--- src/rtl/fft_pkg.sv ---
// Shared FFT definitions: default sizes, complex word layout and
// base-4 digit reversal used across the FFT datapath.
package fft_pkg;

    localparam int FFT_WIDTH = 32;
    localparam int FFT_N     = 16;
    localparam int LOG4N     = $clog2(FFT_N) / 2;

    typedef struct packed {
        logic signed [FFT_WIDTH/2-1:0] re;
        logic signed [FFT_WIDTH/2-1:0] im;
    } cplx_t;

    // Reverses the lowest ndig base-4 digits of idx.
    function automatic int unsigned rev4(input int unsigned idx,
                                         input int unsigned ndig);
        int unsigned r;
        r = 0;
        for (int unsigned i = 0; i < 16; i++) begin
            if (i < ndig) r = (r << 2) | ((idx >> (2 * i)) & 32'd3);
        end
        return r;
    endfunction

endpackage

--- src/rtl/fft_input_buffer_if.sv ---
// Sample-in / quad-out bundle of the FFT input buffer.
// slave is the buffer side, master the producer/consumer side.
interface fft_input_buffer_if
    import fft_pkg::*;
#(
    parameter int WIDTH = FFT_WIDTH
);
    logic signed [WIDTH/2-1:0] sample_in;
    logic                      sample_valid;
    logic                      overflow;
    logic [WIDTH-1:0]          a;
    logic [WIDTH-1:0]          b;
    logic [WIDTH-1:0]          c;
    logic [WIDTH-1:0]          d;
    logic                      out_valid;
    logic                      out_ready;
    logic                      frame_start;

    modport slave (
        input  sample_in, sample_valid, out_ready,
        output a, b, c, d, out_valid, frame_start, overflow
    );

    modport master (
        output sample_in, sample_valid, out_ready,
        input  a, b, c, d, out_valid, frame_start, overflow
    );
endinterface

--- src/rtl/pingpong_bank.sv ---
// Two-bank flop array: one word write port, one 4-word quad read port.
// Bank contents carry no reset.
module pingpong_bank #(
    parameter  int WIDTH = 32,
    parameter  int N     = 16,
    localparam int AW    = $clog2(N)
) (
    input  logic             clk,
    input  logic             we,
    input  logic             wbank,
    input  logic [AW-1:0]    waddr,
    input  logic [WIDTH-1:0] wdata,
    input  logic             rbank,
    input  logic [AW-1:0]    rbase,
    output logic [WIDTH-1:0] q0,
    output logic [WIDTH-1:0] q1,
    output logic [WIDTH-1:0] q2,
    output logic [WIDTH-1:0] q3
);
    logic [WIDTH-1:0] mem [2][N];

    always_ff @(posedge clk) begin
        if (we) mem[wbank][waddr] <= wdata;
    end

    assign q0 = mem[rbank][rbase];
    assign q1 = mem[rbank][rbase | AW'(1)];
    assign q2 = mem[rbank][rbase | AW'(2)];
    assign q3 = mem[rbank][rbase | AW'(3)];
endmodule

--- src/rtl/fft_input_buffer.sv ---
// Ping-pong input buffer: digit-reversed frame writes, registered
// quad reads for the first radix-4 butterfly stage.
module fft_input_buffer
    import fft_pkg::*;
#(
    parameter int WIDTH = FFT_WIDTH,
    parameter int N     = FFT_N
) (
    input logic                clk,
    input logic                rst_n,
    fft_input_buffer_if.slave  bus
);
    localparam int AW = $clog2(N);
    localparam int GW = (AW > 2) ? AW - 2 : 1;
    localparam int NG = N / 4;
    localparam int L4 = AW / 2;

    typedef enum logic {IDLE, STREAM} rstate_t;

    rstate_t          state_q, state_d;
    logic             wb, rb, rb_d;
    logic [1:0]       full, full_d;
    logic [AW-1:0]    wc;
    logic [GW-1:0]    g, g_d, rd_group;
    logic             rd_bank, load, clr, hs;
    logic             vld_q, vld_d, fs_q, fs_d, ovf_q;
    logic [WIDTH-1:0] qa, qb, qc, qd;
    logic [WIDTH-1:0] q0, q1, q2, q3;
    logic [AW-1:0]    waddr, rd_base;
    logic             accept, wlast;

    assign accept  = bus.sample_valid && !full[wb];
    assign wlast   = (wc == AW'(N - 1));
    assign waddr   = AW'(rev4(32'(wc), L4));
    assign rd_base = AW'(rd_group) << 2;

    pingpong_bank #(.WIDTH(WIDTH), .N(N)) u_bank (
        .clk   (clk),
        .we    (accept),
        .wbank (wb),
        .waddr (waddr),
        .wdata ({bus.sample_in, {(WIDTH/2){1'b0}}}),
        .rbank (rd_bank),
        .rbase (rd_base),
        .q0    (q0),
        .q1    (q1),
        .q2    (q2),
        .q3    (q3)
    );

    always_comb begin
        state_d  = state_q;
        load     = 1'b0;
        clr      = 1'b0;
        rd_bank  = rb;
        rd_group = g;
        g_d      = g;
        rb_d     = rb;
        vld_d    = vld_q;
        fs_d     = fs_q;
        hs       = vld_q && bus.out_ready;
        unique case (state_q)
            IDLE: begin
                if (full[rb]) state_d = STREAM;
            end
            STREAM: begin
                if (!vld_q) begin
                    load  = 1'b1;
                    vld_d = 1'b1;
                    fs_d  = (g == '0);
                end else if (hs) begin
                    if (g == GW'(NG - 1)) begin
                        clr  = 1'b1;
                        rb_d = ~rb;
                        g_d  = '0;
                        // Other bank already full: chain into it with no bubble.
                        if (full[~rb]) begin
                            load     = 1'b1;
                            rd_bank  = ~rb;
                            rd_group = '0;
                            fs_d     = 1'b1;
                        end else begin
                            vld_d   = 1'b0;
                            fs_d    = 1'b0;
                            state_d = IDLE;
                        end
                    end else begin
                        g_d      = g + 1'b1;
                        load     = 1'b1;
                        rd_group = g + 1'b1;
                        fs_d     = 1'b0;
                    end
                end
            end
            default: state_d = IDLE;
        endcase
    end

    always_comb begin
        full_d = full;
        if (clr) full_d[rb] = 1'b0;
        if (accept && wlast) full_d[wb] = 1'b1;
    end

    always_ff @(posedge clk or negedge rst_n) begin
        if (!rst_n) begin
            state_q <= IDLE;
            wb      <= 1'b0;
            rb      <= 1'b0;
            full    <= '0;
            wc      <= '0;
            g       <= '0;
            vld_q   <= 1'b0;
            fs_q    <= 1'b0;
            ovf_q   <= 1'b0;
            qa      <= '0;
            qb      <= '0;
            qc      <= '0;
            qd      <= '0;
        end else begin
            state_q <= state_d;
            rb      <= rb_d;
            g       <= g_d;
            full    <= full_d;
            vld_q   <= vld_d;
            fs_q    <= fs_d;
            ovf_q   <= bus.sample_valid && full[wb];
            if (accept) begin
                if (wlast) begin
                    wc <= '0;
                    wb <= ~wb;
                end else begin
                    wc <= wc + 1'b1;
                end
            end
            if (load) begin
                qa <= q0;
                qb <= q1;
                qc <= q2;
                qd <= q3;
            end
        end
    end

    assign bus.a           = qa;
    assign bus.b           = qb;
    assign bus.c           = qc;
    assign bus.d           = qd;
    assign bus.out_valid   = vld_q;
    assign bus.frame_start = fs_q;
    assign bus.overflow    = ovf_q;
endmodule

--- src/flat_wrapper.sv ---
// flat-port wrapper written by rule: the top's interface ports become plain ports
module fft_input_buffer_flat import fft_pkg::*;
#(
    parameter int WIDTH = FFT_WIDTH,
    parameter int N     = FFT_N
)
  (clk, rst_n, bus_sample_in, bus_sample_valid, bus_out_ready, bus_a, bus_b, bus_c, bus_d, bus_out_valid, bus_frame_start, bus_overflow);
  fft_input_buffer_if #(.WIDTH(WIDTH)) bus_i ();
  input logic clk;
  input logic rst_n;
  input wire logic [$bits(bus_i.sample_in)-1:0] bus_sample_in;
  input wire logic [$bits(bus_i.sample_valid)-1:0] bus_sample_valid;
  input wire logic [$bits(bus_i.out_ready)-1:0] bus_out_ready;
  output wire logic [$bits(bus_i.a)-1:0] bus_a;
  output wire logic [$bits(bus_i.b)-1:0] bus_b;
  output wire logic [$bits(bus_i.c)-1:0] bus_c;
  output wire logic [$bits(bus_i.d)-1:0] bus_d;
  output wire logic [$bits(bus_i.out_valid)-1:0] bus_out_valid;
  output wire logic [$bits(bus_i.frame_start)-1:0] bus_frame_start;
  output wire logic [$bits(bus_i.overflow)-1:0] bus_overflow;
  assign bus_i.sample_in = bus_sample_in;
  assign bus_i.sample_valid = bus_sample_valid;
  assign bus_i.out_ready = bus_out_ready;
  assign bus_a = bus_i.a;
  assign bus_b = bus_i.b;
  assign bus_c = bus_i.c;
  assign bus_d = bus_i.d;
  assign bus_out_valid = bus_i.out_valid;
  assign bus_frame_start = bus_i.frame_start;
  assign bus_overflow = bus_i.overflow;
  fft_input_buffer #(.WIDTH(WIDTH), .N(N)) u_core (.clk(clk), .rst_n(rst_n), .bus(bus_i));
endmodule
--- config.mk ---
export PLATFORM = sky130hd
export DESIGN_NAME = fft_input_buffer_flat
export DESIGN_NICKNAME = d
export VERILOG_FILES = /design/src/rtl/fft_pkg.sv /design/src/rtl/fft_input_buffer_if.sv /design/src/rtl/pingpong_bank.sv /design/src/rtl/fft_input_buffer.sv /design/src/flat_wrapper.sv
export SDC_FILE = /design/constraint.sdc
export NUM_CORES = 1
export LEC_CHECK = 0
export BUFFER_PORTS_ARGS = -buffer_cell sky130_fd_sc_hd__buf_2
export CORE_MARGIN = 5
export CORE_UTILIZATION = 41
export CTS_CLUSTER_DIAMETER = 150
export DETAILED_ROUTE_END_ITERATION = 10
export PLACE_DENSITY = 0.68
export SLEW_MARGIN = 20
export SYNTH_ARGS = -nofsm -noshare
export SYNTH_HDL_FRONTEND = slang
export SYNTH_SLANG_ARGS = --single-unit
--- constraint.sdc ---
create_clock -name clk -period 7.03 [get_ports clk]
set_clock_uncertainty 0.2 [all_clocks]
set_input_delay 0.703 -clock clk [delete_from_list [all_inputs] [get_ports clk]]
set_output_delay 0.703 -clock clk [all_outputs]
set_load 0.005 [all_outputs]
==> results.ini, run 1 <==
[run_status]
outcome = complete, no violations

[floorplanning]
core-area_um2 = 59130
die_y_um = 254.7
std_cell_rows = 89
die-area_um2 = 64850
initial_core_util = 0.4151
ioPinCount = 151
fp.dieW_um = 254.7

[clocking]
cts_tree = yes
post-cts-setup-buffers = 0
cts_buffers = 57
cts.path.max_buffers = 3
clkLatencyLatePin_ns = 0.62
clk_pin_slew_worst_paths_ns = 0.06
cts.sinks = 590
cts_resized = 0
cts-root-buf = clkbuf_16
hold_buffers = 1
htreeDepth = 2

[placed_design]
place_inst = 2446
numPortBuffers = 86
dp_slack_ns = 2.911
gp_congestion = 0.7874
hpwl_mm = 35.98

[timing]
setup_violations = 0
final_max_slew_viol_count = 0
layout_setup_ws_ns = 2.852
rsz0062_at_grt = no
maxSlewHeadroom = 0.2378
finalCritPeriodShare = 0.5944
setup_tns_ns = 0
fin_crit_ns = 4.178
tightest_slew_ns = 1.143
hold_violations = 0
clock.fmax_mhz = 239.3

[yosys]
ys_seq_elements = 590
synth_top_area_cell = edfxtp_1
muxShareOfSynthArea = 0.01040
synth_top_family_by_area = compound AO/OA/AOI/OAI gates
synthXorXnorAreaFrac = 0.001071
synth.distinct_cells = 54
synth_async_sr_flop_share = 0.1322
netlist.area_leader.share = 0.6264
synth_flop_cell = edfxtp_1
yosys_warnings = 0
netlist_area_um2 = 24540
synth_cells = 1688
synth_compound_area_frac = 0.1787
synth_edf_count = 512
yosys.area_share.adder = 0.003059
synthSimpleGateAreaFrac = 0.05169
yosysSeqAreaShare = 0.7060
synth.area.top_cells = edfxtp_1 (63%), dfrtp_1 (8.0%), o21ai_0 (2.3%)
avgSynthCellArea_um2 = 14.54

[power]
leakage_uw = 0.009090
power.density_nw_per_um2 = 402.3
vdd_ir_drop_max_mv = 0.3046

[grt]
grt_max_degree = 88
grt_pass1_vias = 15530
antenna_found_initial = 1
grt-ovfl-total = 0
grt_usage = 0.2021
grt_pass1_wl_mm = 99.40

[worst_setup_path]
cp_num_buf_inv = 1
critPathCaptureType = flop
path_delay_family = simple AND/OR/NAND/NOR gates
crit_chain = ha_1 > and4_4 > a21o_4 > buf_4 > and3_1 > a211oi_1 > o221ai_1
critPathKind = flop to flop
critPathArrivalTime_ns = 4.48
startpoint_type = flop
slowest_delay_ns = 0.88
r2r-start = u_core.g[0]$_DFFE_PN0P_
critPathLaunch = u_core.g[0]$_DFFE_PN0P_
cpMaxStageDelayCell = buf_4
path_max_fanout = 86
cp.required_ns = 7.33

[worst_hold_path]
hp-class = primary input to flop
min_from = bus_sample_valid

[detailed_routing]
dr_total_vias = 15820
drc = 0
antenna_left = 0
via_per_inst = 6.198
avgRoutedWirePerCell_um = 26.60
firstDrtPassIters = 5
wl_mm = 67.90
drtIter0Drc = 1885

[finish]
utilization = 0.4620
finalNonFillerCells = 2552
syn_to_final_growth_pct = 11.30
design.final.nets = 1759
fillers = 5101
drive_above_1_share = 0.1450
multi_input_area_um2 = 6360
diodes = 0
seqCellArea_um2 = 17330

[run]
max-cap-violations = 0

==> layer usage <==
layer,vias to the layer above,track usage,share of wire
li1,6793,-,-
met1,8059,0.2734,0.40
met2,856,0.3394,0.49
met3,109,0.03019,0.085
met4,0,0.06592,0.027
met5,-,0,0
==> final cells by class <==
cell class	instances	share of cell area
clock buffer	87	0.05890
clock inverter	18	0.006687
inverter	8	0.001099
multi-input combinational	936	0.2328
sequential	590	0.6343
tap	773	0.03541
timing repair buffer	140	0.03078
==> synth_stat cells (all sizes together), types with 2 or more instances <==
master and number:
a211oi 43, a21boi 2, a21o 45, a21oi 45
a221oi 20, a22o 2, a22oi 43, a2bb2o 43
a2bb2oi 43, a32oi 2, and2 4, and3 25
buf 119, clkbuf 98, dfrtp 78, edfxtp 512
ha 6, inv 8, mux2i 24, nand2 16
nand2b 7, nand3 95, nand4 46, nor2 34
nor2b 2, nor3 4, o211ai 44, o21ai 113
o221a 20, o221ai 20, o22a 45, o22ai 65
o2bb2ai 2, xnor2 2
==> flip-flops by register name, indices dropped and copies added (netlist names) <==
name                    cells
u_core.bus.b               16
u_core.u_bank.mem         512
u_core.wb                   1
u_core.rb                   1
u_core.g                    2
u_core.bus.c               16
u_core.wc                   4
u_core.bus.d               16
u_core.full                 2
u_core.bus.frame_start      1
u_core.bus.out_valid        1
u_core.bus.a               16
u_core.state_q              1
u_core.bus.overflow         1
==> power by group <==
part	leakage (uW)	internal [uW]	switching, uW
logic	0.00269	1230	2200
registers	0.00552	4230	346
clock network	0.000877	1710	1270
==> path summary, 6_finish.rpt <==
kind	to	slack (ns)	cells after the start
min in group asynchronous	u_core.bus.c[29]$_DFFE_PN0P_	0.36	2
min	u_core.bus.overflow$_DFF_PN0_	0.17	2
max in group asynchronous	u_core.rb$_DFFE_PN0P_	4.88	3
max reg2reg	u_core.bus.d[21]$_DFFE_PN0P_	2.85	7
max	u_core.bus.d[21]$_DFFE_PN0P_	2.85	7
min reg2reg	u_core.bus.c[31]$_DFFE_PN0P_	0.31	2
==> kinds of logic after synthesis <==
family | count (synthesis)
adder cells (fa/ha/maj) | 6
AND/OR/NAND/NOR | 239
XOR/XNOR | 3
buffers and inverters | 225
other | 1
flip-flops | 590
multiplexers | 25
AO/OA/AOI/OAI | 599
==> cells in the final DEF (no fill, tap or decap), types with 25 or more instances in the layout <==
master | Yosys | routed
edfxtp_1 | 512 | 512
o21ai_0 | 111 | 111
nand3_1 | 95 | 93
buf_2 | 39 | 85
dfrtp_1 | 78 | 77
o22ai_1 | 65 | 65
conb_1 | 1 | 64
clkbuf_16 | 0 | 57
buf_4 | 70 | 54
nand4_1 | 45 | 45
o211ai_1 | 44 | 44
o22a_1 | 45 | 44
a21o_1 | 45 | 44
a211oi_1 | 43 | 43
a21oi_1 | 43 | 43
a2bb2o_1 | 43 | 43
a2bb2oi_1 | 43 | 43
a22oi_1 | 43 | 43
nor2_1 | 34 | 33
and3_1 | 25 | 25
==> metrics by stage <==
stage / cell area [um^2] / hold WS, ns / total power (uW)
final: 27320 / 0.1671 / 10990
after global routing: 27320 / 0.1696 / 11500
after CTS: 27320 / 0.1562 / 11040
after detailed placement: 25520 / 0.2954 / 8073
after global placement: 25520 / 0.2834 / 7971
after floorplan: 24780 / 0.2074 / 6803
No activity file was read; power rests on OpenSTA's default activity.
==> run 2, diff against run 1 <==
Clock period 7.03 ns to 4.35 ns, I/O delays scaled along.
==> run 2 against run 1 <==
Against the previous run: largest cell class unchanged; critical path type unchanged; critical path depth shrank 1; sequential share of layout area fell by 0.61 points; global-route usage decreased by 0.17 points; total power rose by 63%; hold slack got worse by 0.040 ns; wire length decreased by 0.75%; count of clock-buffer cells in the layout rose by 4; final area rose by 0.97%; via count is 1.0% higher; die area unchanged; non-clock buffer count rose by 13; flip-flop and latch count stayed put.
==> results.ini, run 2 (same netlist as run 1, synthesis figures left out) <==
[run_status]
outcome = complete, no violations  ; unchanged

[power]
power.density_nw_per_um2 = 649.3  ; was 402.3 nW/um^2
leakage_uw = 0.009230  ; was 0.009090 uW
vdd_ir_drop_max_mv = 0.3888  ; was 0.3046 mV

[floorplanning]
ioPinCount = 151  ; unchanged
std_cell_rows = 89  ; unchanged
fp.dieW_um = 254.7  ; unchanged
die_y_um = 254.7  ; unchanged
die-area_um2 = 64850  ; unchanged
core-area_um2 = 59130  ; unchanged
initial_core_util = 0.4151  ; unchanged

[clocking]
clkLatencyLatePin_ns = 0.62  ; about the same
cts.path.max_buffers = 3  ; unchanged
cts.sinks = 590  ; unchanged
cts_tree = yes  ; unchanged
cts-root-buf = clkbuf_16  ; unchanged
cts_resized = 0  ; unchanged
post-cts-setup-buffers = 0  ; unchanged
cts_buffers = 59  ; was 57
htreeDepth = 2  ; unchanged
clk_pin_slew_worst_paths_ns = 0.06  ; about the same

[worst_setup_path]
crit_chain = ha_1 > and4b_1 > mux2i_1 > nand2_1 > a211oi_1 > o221ai_1  ; was ha_1 > and4_4 > a21o_4 > buf_4 > and3_1 > a211oi_1 > o221ai_1
r2r-start = u_core.g[0]$_DFFE_PN0P_  ; unchanged
slowest_delay_ns = 0.76  ; was 0.88 ns
cp_num_buf_inv = 0  ; was 1
critPathLaunch = u_core.g[0]$_DFFE_PN0P_  ; unchanged
path_max_fanout = 22  ; was 86
startpoint_type = flop  ; unchanged
critPathKind = flop to flop  ; unchanged
cp.required_ns = 4.62  ; was 7.33 ns
path_delay_family = simple AND/OR/NAND/NOR gates  ; unchanged
critPathCaptureType = flop  ; unchanged
cpMaxStageDelayCell = nand2_1  ; was buf_4
critPathArrivalTime_ns = 3.62  ; was 4.48 ns

[timing]
clock.fmax_mhz = 298.2  ; was 239.3 MHz
setup_tns_ns = 0  ; unchanged
setup_violations = 0  ; unchanged
hold_violations = 0  ; unchanged
fin_crit_ns = 3.353  ; was 4.178 ns
final_max_slew_viol_count = 0  ; unchanged
rsz0062_at_grt = no  ; unchanged
tightest_slew_ns = 1.032  ; was 1.143 ns
maxSlewHeadroom = 0.3102  ; was 0.2378
finalCritPeriodShare = 0.7709  ; was 0.5944

[detailed_routing]
firstDrtPassIters = 5  ; unchanged
drtIter0Drc = 1994  ; was 1,885
via_per_inst = 6.212  ; was 6.198
drc = 0  ; unchanged
antenna_left = 0  ; unchanged
wl_mm = 67.39  ; was 67.90 mm
dr_total_vias = 15980  ; was 15,820
avgRoutedWirePerCell_um = 26.20  ; was 26.60 um

[placed_design]
gp_congestion = 0.8408  ; was 0.7874
hpwl_mm = 37.07  ; was 35.98 mm
numPortBuffers = 86  ; unchanged

[finish]
layout_common_cells = edfxtp_1 (512), o21ai_0 (111), nand3_1 (93), buf_2 (85), dfrtp_1 (77)  ; unchanged
largest_reg_flops = 512  ; unchanged
diodes = 0  ; unchanged
top_register = u_core.u_bank.mem  ; unchanged
mostFrequentLayoutCell = edfxtp_1  ; unchanged
utilization = 0.4665  ; was 0.4620
drive_above_1_share = 0.1579  ; was 0.1450
design.final.nets = 1774  ; was 1,759
syn_to_final_growth_pct = 12.38  ; was 11.30%

[worst_hold_path]
hp-class = primary input to flop  ; unchanged
min_from = bus_out_ready  ; was bus_sample_valid

[grt]
grt_pass1_wl_mm = 99.42  ; was 99.40 mm
grt_pass1_vias = 15410  ; was 15,530
grt_max_degree = 216  ; was 88
antenna_found_initial = 3  ; was 1
grt-ovfl-total = 0  ; unchanged
grt_usage = 0.2004  ; was 0.2021

[run]
max-cap-violations = 0  ; unchanged

[run 2: changes by cell type in the layout (fill, tap and decap cells not counted), moves of 2 or more]
cell / before / now
buf_12: 0 / 6
clkinv_2: 8 / 14
buf_4: 54 / 59
clkinv_1: 6 / 1
bufinv_16: 4 / 1
clkbuf_16: 57 / 60
clkbuf_8: 7 / 10
clkinvlp_4: 0 / 3
clkbuf_1: 23 / 21
[run 2: worst min-delay path: stages]
cell and delay (ns):
buf_2 0.17, o21ai_0 0.18, a22o_1 0.13
[run 2: cell type report]
cell class	count	area (um^2)
Clock buffer	91	1718
Clock inverter	21	151.4
Fill cell	5014	31550
Inverter	8	30.03
Multi-Input combinational cell	936	6352
Sequential cell	590	17330
Tap cell	773	967.2
Timing Repair Buffer	153	1036
[run 2: metrics by stage]
step | power [uW] | hold WS (ns) | setup WS (ns) | instances | cell area [um^2]
4_1_cts | 17950 | 0.1004 | 1.023 | 2571 | 27560
5_1_grt | 18760 | 0.1186 | 0.8034 | 2572 | 27580
6_report | 17910 | 0.1273 | 0.9967 | 2572 | 27580
3_3_place_gp | 12940 | 0.2859 | 1.186 | 2457 | 25670
3_5_place_dp | 13090 | 0.2853 | 1.062 | 2457 | 25670
2_1_floorplan | 11000 | -0.06059 | 1.370 | 1751 | 24780
[run 2: metal layers]
| metal | part of all wire | GRT usage | vias up |
|---|---|---|---|
| met3 | 0.085 | 0.03324 | 118 |
| met4 | 0.028 | 0.06470 | 0 |
| met1 | 0.40 | 0.2775 | 8179 |
| li1 | - | - | 6827 |
| met2 | 0.48 | 0.3272 | 854 |
| met5 | 0 | 0 | - |
[run 2: final timing paths]
kind | slack (ns) | to | depth (start not counted)
max in group asynchronous | 2.57 | u_core.rb$_DFFE_PN0P_ | 3
hold reg to reg | 0.30 | u_core.bus.c[29]$_DFFE_PN0P_ | 2
setup / recovery | 1.0 | u_core.bus.b[16]$_DFFE_PN0P_ | 6
setup reg to reg | 1.0 | u_core.bus.b[16]$_DFFE_PN0P_ | 6
hold / removal | 0.13 | u_core.bus.frame_start$_DFFE_PN0P_ | 3
min in group asynchronous | 0.31 | u_core.bus.c[20]$_DFFE_PN0P_ | 2
[run 2: repair_timing]
action                                  CTS  global route
hold buffers                              2             0
hold endpoints to repair                 52             0
endpoints found under the setup margin    0             0
[run 2: where the power goes]
part | total [uW] | switching (uW) | internal [uW] | leakage (uW)
clock network | 4880 | 2110 | 2780 | 0.000918
registers | 7350 | 517 | 6830 | 0.00552
logic | 5680 | 3590 | 2090 | 0.00279
==> run 3, diff against run 2 <==
Settings changed: PLACE_DENSITY 0.68 to 0.7.
Clock period 4.35 ns to 2.7 ns, I/O delays scaled along.
==> run 3 against run 2 <==
Against the previous run: the flow now finishes with violations (hold timing); clock power up 69%; cell count up 1.2%; via count up 1.3%; count of clock-buffer cells in the layout unchanged; global-route usage up 0.47 points; register-to-register slack worse by 0.90 ns; final area up 2.9%; combinational power up 74%; wire length up 1.6%; critical path type unchanged.
==> results.ini, run 3 (same netlist as run 1, synthesis figures left out) <==
[floorplanning]
initial_core_util = 0.4151  ; unchanged
std_cell_rows = 89  ; unchanged
die_y_um = 254.7  ; unchanged
fp.dieW_um = 254.7  ; unchanged
core-area_um2 = 59130  ; unchanged
ioPinCount = 151  ; unchanged
die-area_um2 = 64850  ; unchanged

[finish]
finalNonFillerCells = 2602  ; was 2,572
design_area_um2 = 28380  ; was 27,580 um^2
design.final.nets = 1804  ; was 1,774
drive_above_1_share = 0.1685  ; was 0.1579
syn_to_final_growth_pct = 15.64  ; was 12.38%
fillers = 4910  ; was 5,014
seqCellArea_um2 = 17330  ; about the same
utilization = 0.4800  ; was 0.4665
top_register = u_core.u_bank.mem  ; unchanged
mostFrequentLayoutCell = edfxtp_1  ; unchanged
layout_common_cells = edfxtp_1 (512), o21ai_0 (111), nand3_1 (93), buf_2 (85), dfrtp_1 (76)  ; was edfxtp_1 (512), o21ai_0 (111), nand3_1 (93), buf_2 (85), dfrtp_1 (77)
largest_reg_flops = 512  ; unchanged
multi_input_area_um2 = 6374  ; was 6352 um^2

[worst_setup_path]
cp_num_buf_inv = 2  ; was 0
slowest_delay_ns = 0.45  ; was 0.76 ns
critPathArrivalTime_ns = 2.85  ; was 3.62 ns
critPathCaptureType = flop  ; unchanged
cpMaxStageDelayCell = dfrtp_2  ; was nand2_1
critPathKind = flop to flop  ; unchanged
startpoint_type = flop  ; unchanged
path_max_fanout = 44  ; was 22
cp.required_ns = 2.95  ; was 4.62 ns
crit_chain = ha_1 > buf_4 > a21boi_2 > o21ai_4 > buf_12 > a22oi_1 > nand4_1  ; was ha_1 > and4b_1 > mux2i_1 > nand2_1 > a211oi_1 > o221ai_1
r2r_slack_ns = 0.10  ; was 1.0 ns
path_delay_family = compound AO/OA/AOI/OAI gates  ; was simple AND/OR/NAND/NOR gates

[detailed_routing]
firstDrtPassIters = 5  ; unchanged
drc = 0  ; unchanged
wl_mm = 68.46  ; was 67.39 mm
antenna_left = 0  ; unchanged
drtIter0Drc = 1856  ; was 1,994
via_per_inst = 6.221  ; was 6.212
avgRoutedWirePerCell_um = 26.31  ; was 26.20 um
dr_total_vias = 16190  ; was 15,980

[timing]
setup_tns_ns = 0  ; unchanged
setup_violations = 0  ; unchanged
final_max_slew_viol_count = 0  ; unchanged
hold_violations = 2  ; was 0
finalCritPeriodShare = 0.9624  ; was 0.7709
maxSlewHeadroom = 0.4355  ; was 0.3102
clock.fmax_mhz = 384.9  ; was 298.2 MHz
fin_crit_ns = 2.598  ; was 3.353 ns
holdWs_ns = -0.004101  ; was 0.1273 ns
rsz0062_at_grt = no  ; unchanged
tightest_slew_ns = 0.8467  ; was 1.032 ns

[placed_design]
place_area_um2 = 26290  ; was 25,670 um^2
place_inst = 2482  ; was 2,457
gp_congestion = 0.8211  ; was 0.8408
numPortBuffers = 86  ; unchanged
hpwl_mm = 38.15  ; was 37.07 mm

[grt]
grt-ovfl-total = 0  ; unchanged
grt_usage = 0.2051  ; was 0.2004
grt_max_degree = 64  ; was 216
antenna_found_initial = 1  ; was 3
grt_pass1_vias = 16350  ; was 15,410
grt_pass1_wl_mm = 101.4  ; was 99.42 mm

[power]
leakage_uw = 0.009536  ; was 0.009230 uW
combPwrFrac = 0.332  ; was 0.317
p_switching_uw = 10200  ; was 6216 uW
netSwitchingFraction = 0.3418  ; was 0.3471
power.internal_uw = 19640  ; was 11,690 uW
clkPwrFrac = 0.277  ; was 0.273
vdd_ir_drop_max_mv = 0.6601  ; was 0.3888 mV
seq_power_share = 0.391  ; was 0.410
power.density_nw_per_um2 = 1051  ; was 649.3 nW/um^2

[run]
max-cap-violations = 0  ; unchanged

[clocking]
clk_pin_slew_worst_paths_ns = 0.06  ; about the same
cts.path.max_buffers = 3  ; unchanged
cts_tree = yes  ; unchanged
clkLatencyLatePin_ns = 0.61  ; was 0.62 ns
htreeDepth = 2  ; unchanged
cts.sinks = 590  ; unchanged
cts_buffers = 59  ; unchanged
cts-root-buf = clkbuf_16  ; unchanged

[worst_hold_path]
hp-class = primary input to asynchronous set/reset pin  ; was primary input to flop

[run_status]
violations = hold timing
outcome = complete, but fails checks  ; was complete, no violations

run 3: cell count changes in the layout (fill, tap and decap cells not counted), moves of 7 or more:
cell / previous run / this run
clkinv_1: 1 / 8
buf_4: 59 / 45
buf_12: 6 / 42
clkinv_2: 14 / 5
run 3: cell type report:
| class | instances | share of cell area |
|---|---|---|
| tap | 773 | 0.03408 |
| antenna | 1 | 0.00008817 |
| clock buffer | 91 | 0.06163 |
| clock inverter | 20 | 0.007759 |
| sequential | 590 | 0.6106 |
| inverter | 8 | 0.001058 |
| timing repair buffer | 182 | 0.06022 |
| multi-input combinational | 937 | 0.2246 |
run 3: routing by layer:
layer	vias up	global-route usage	routed length, um
met5	-	0	13
met4	2	0.08820	2941
met3	181	0.03763	6111
met2	966	0.3402	32650
met1	8159	0.2671	26740
li1	6879	-	-
run 3: path summary, 6_finish.rpt:
kind	endpoint	cells past startpoint	startpoint
setup / recovery	u_core.bus.c[25]$_DFFE_PN0P_	7	u_core.g[0]$_DFFE_PN0P_
hold / removal	u_core.bus.c[22]$_DFFE_PN0P_	2	rst_n
setup reg to reg	u_core.bus.c[25]$_DFFE_PN0P_	7	u_core.g[0]$_DFFE_PN0P_
hold reg to reg	u_core.bus.d[19]$_DFFE_PN0P_	2	u_core.bus.d[19]$_DFFE_PN0P_
max in group asynchronous	u_core.bus.a[17]$_DFFE_PN0P_	3	rst_n
min in group clk	u_core.u_bank.mem[0][159]$_DFFE_PP_	1	bus_sample_in[15]
run 3: timing repair:
| item | 4_1_cts | 5_1_grt |
|---|---|---|
| cloned | 0 | 1 |
| hold buffers | 6 | 0 |
| resized for setup | 2 | 7 |
| setup endpoints to repair | 11 | 40 |
| pin swaps | 0 | 2 |
| buffers inserted | 0 | 1 |
| endpoints found under the hold margin | 122 | 0 |
run 3: through the flow:
| stage | setup WS [ns] | total power, uW |
|---|---|---|
| 3_5_place_dp | -0.07483 | 21580 |
| 4_1_cts | 0.04227 | 29860 |
| 2_1_floorplan | 0.2196 | 17730 |
| 5_1_grt | 0.0001648 | 31200 |
| 3_3_place_gp | 0.06723 | 21290 |
| 6_report | 0.1016 | 29830 |
run 3: worst register-to-register path, stage by stage (launching register included):
cell and delay, ns:
dfrtp_2 0.45, ha_1 0.23, buf_4 0.18, a21boi_2 0.37
o21ai_4 0.25, buf_12 0.29, a22oi_1 0.30, nand4_1 0.17
run 3: power groups by stage:
| stage | clock [uW] | combinational, uW | sequential, uW |
|---|---|---|---|
| 6_report | 8260 | 9900 | 11700 |
| 5_1_grt | 8760 | 10700 | 11800 |
| 4_1_cts | 8360 | 9830 | 11700 |
| 3_5_place_dp | 0 | 9740 | 11800 |
| 3_3_place_gp | 0 | 9480 | 11800 |
| 2_1_floorplan | 0 | 6120 | 11600 |
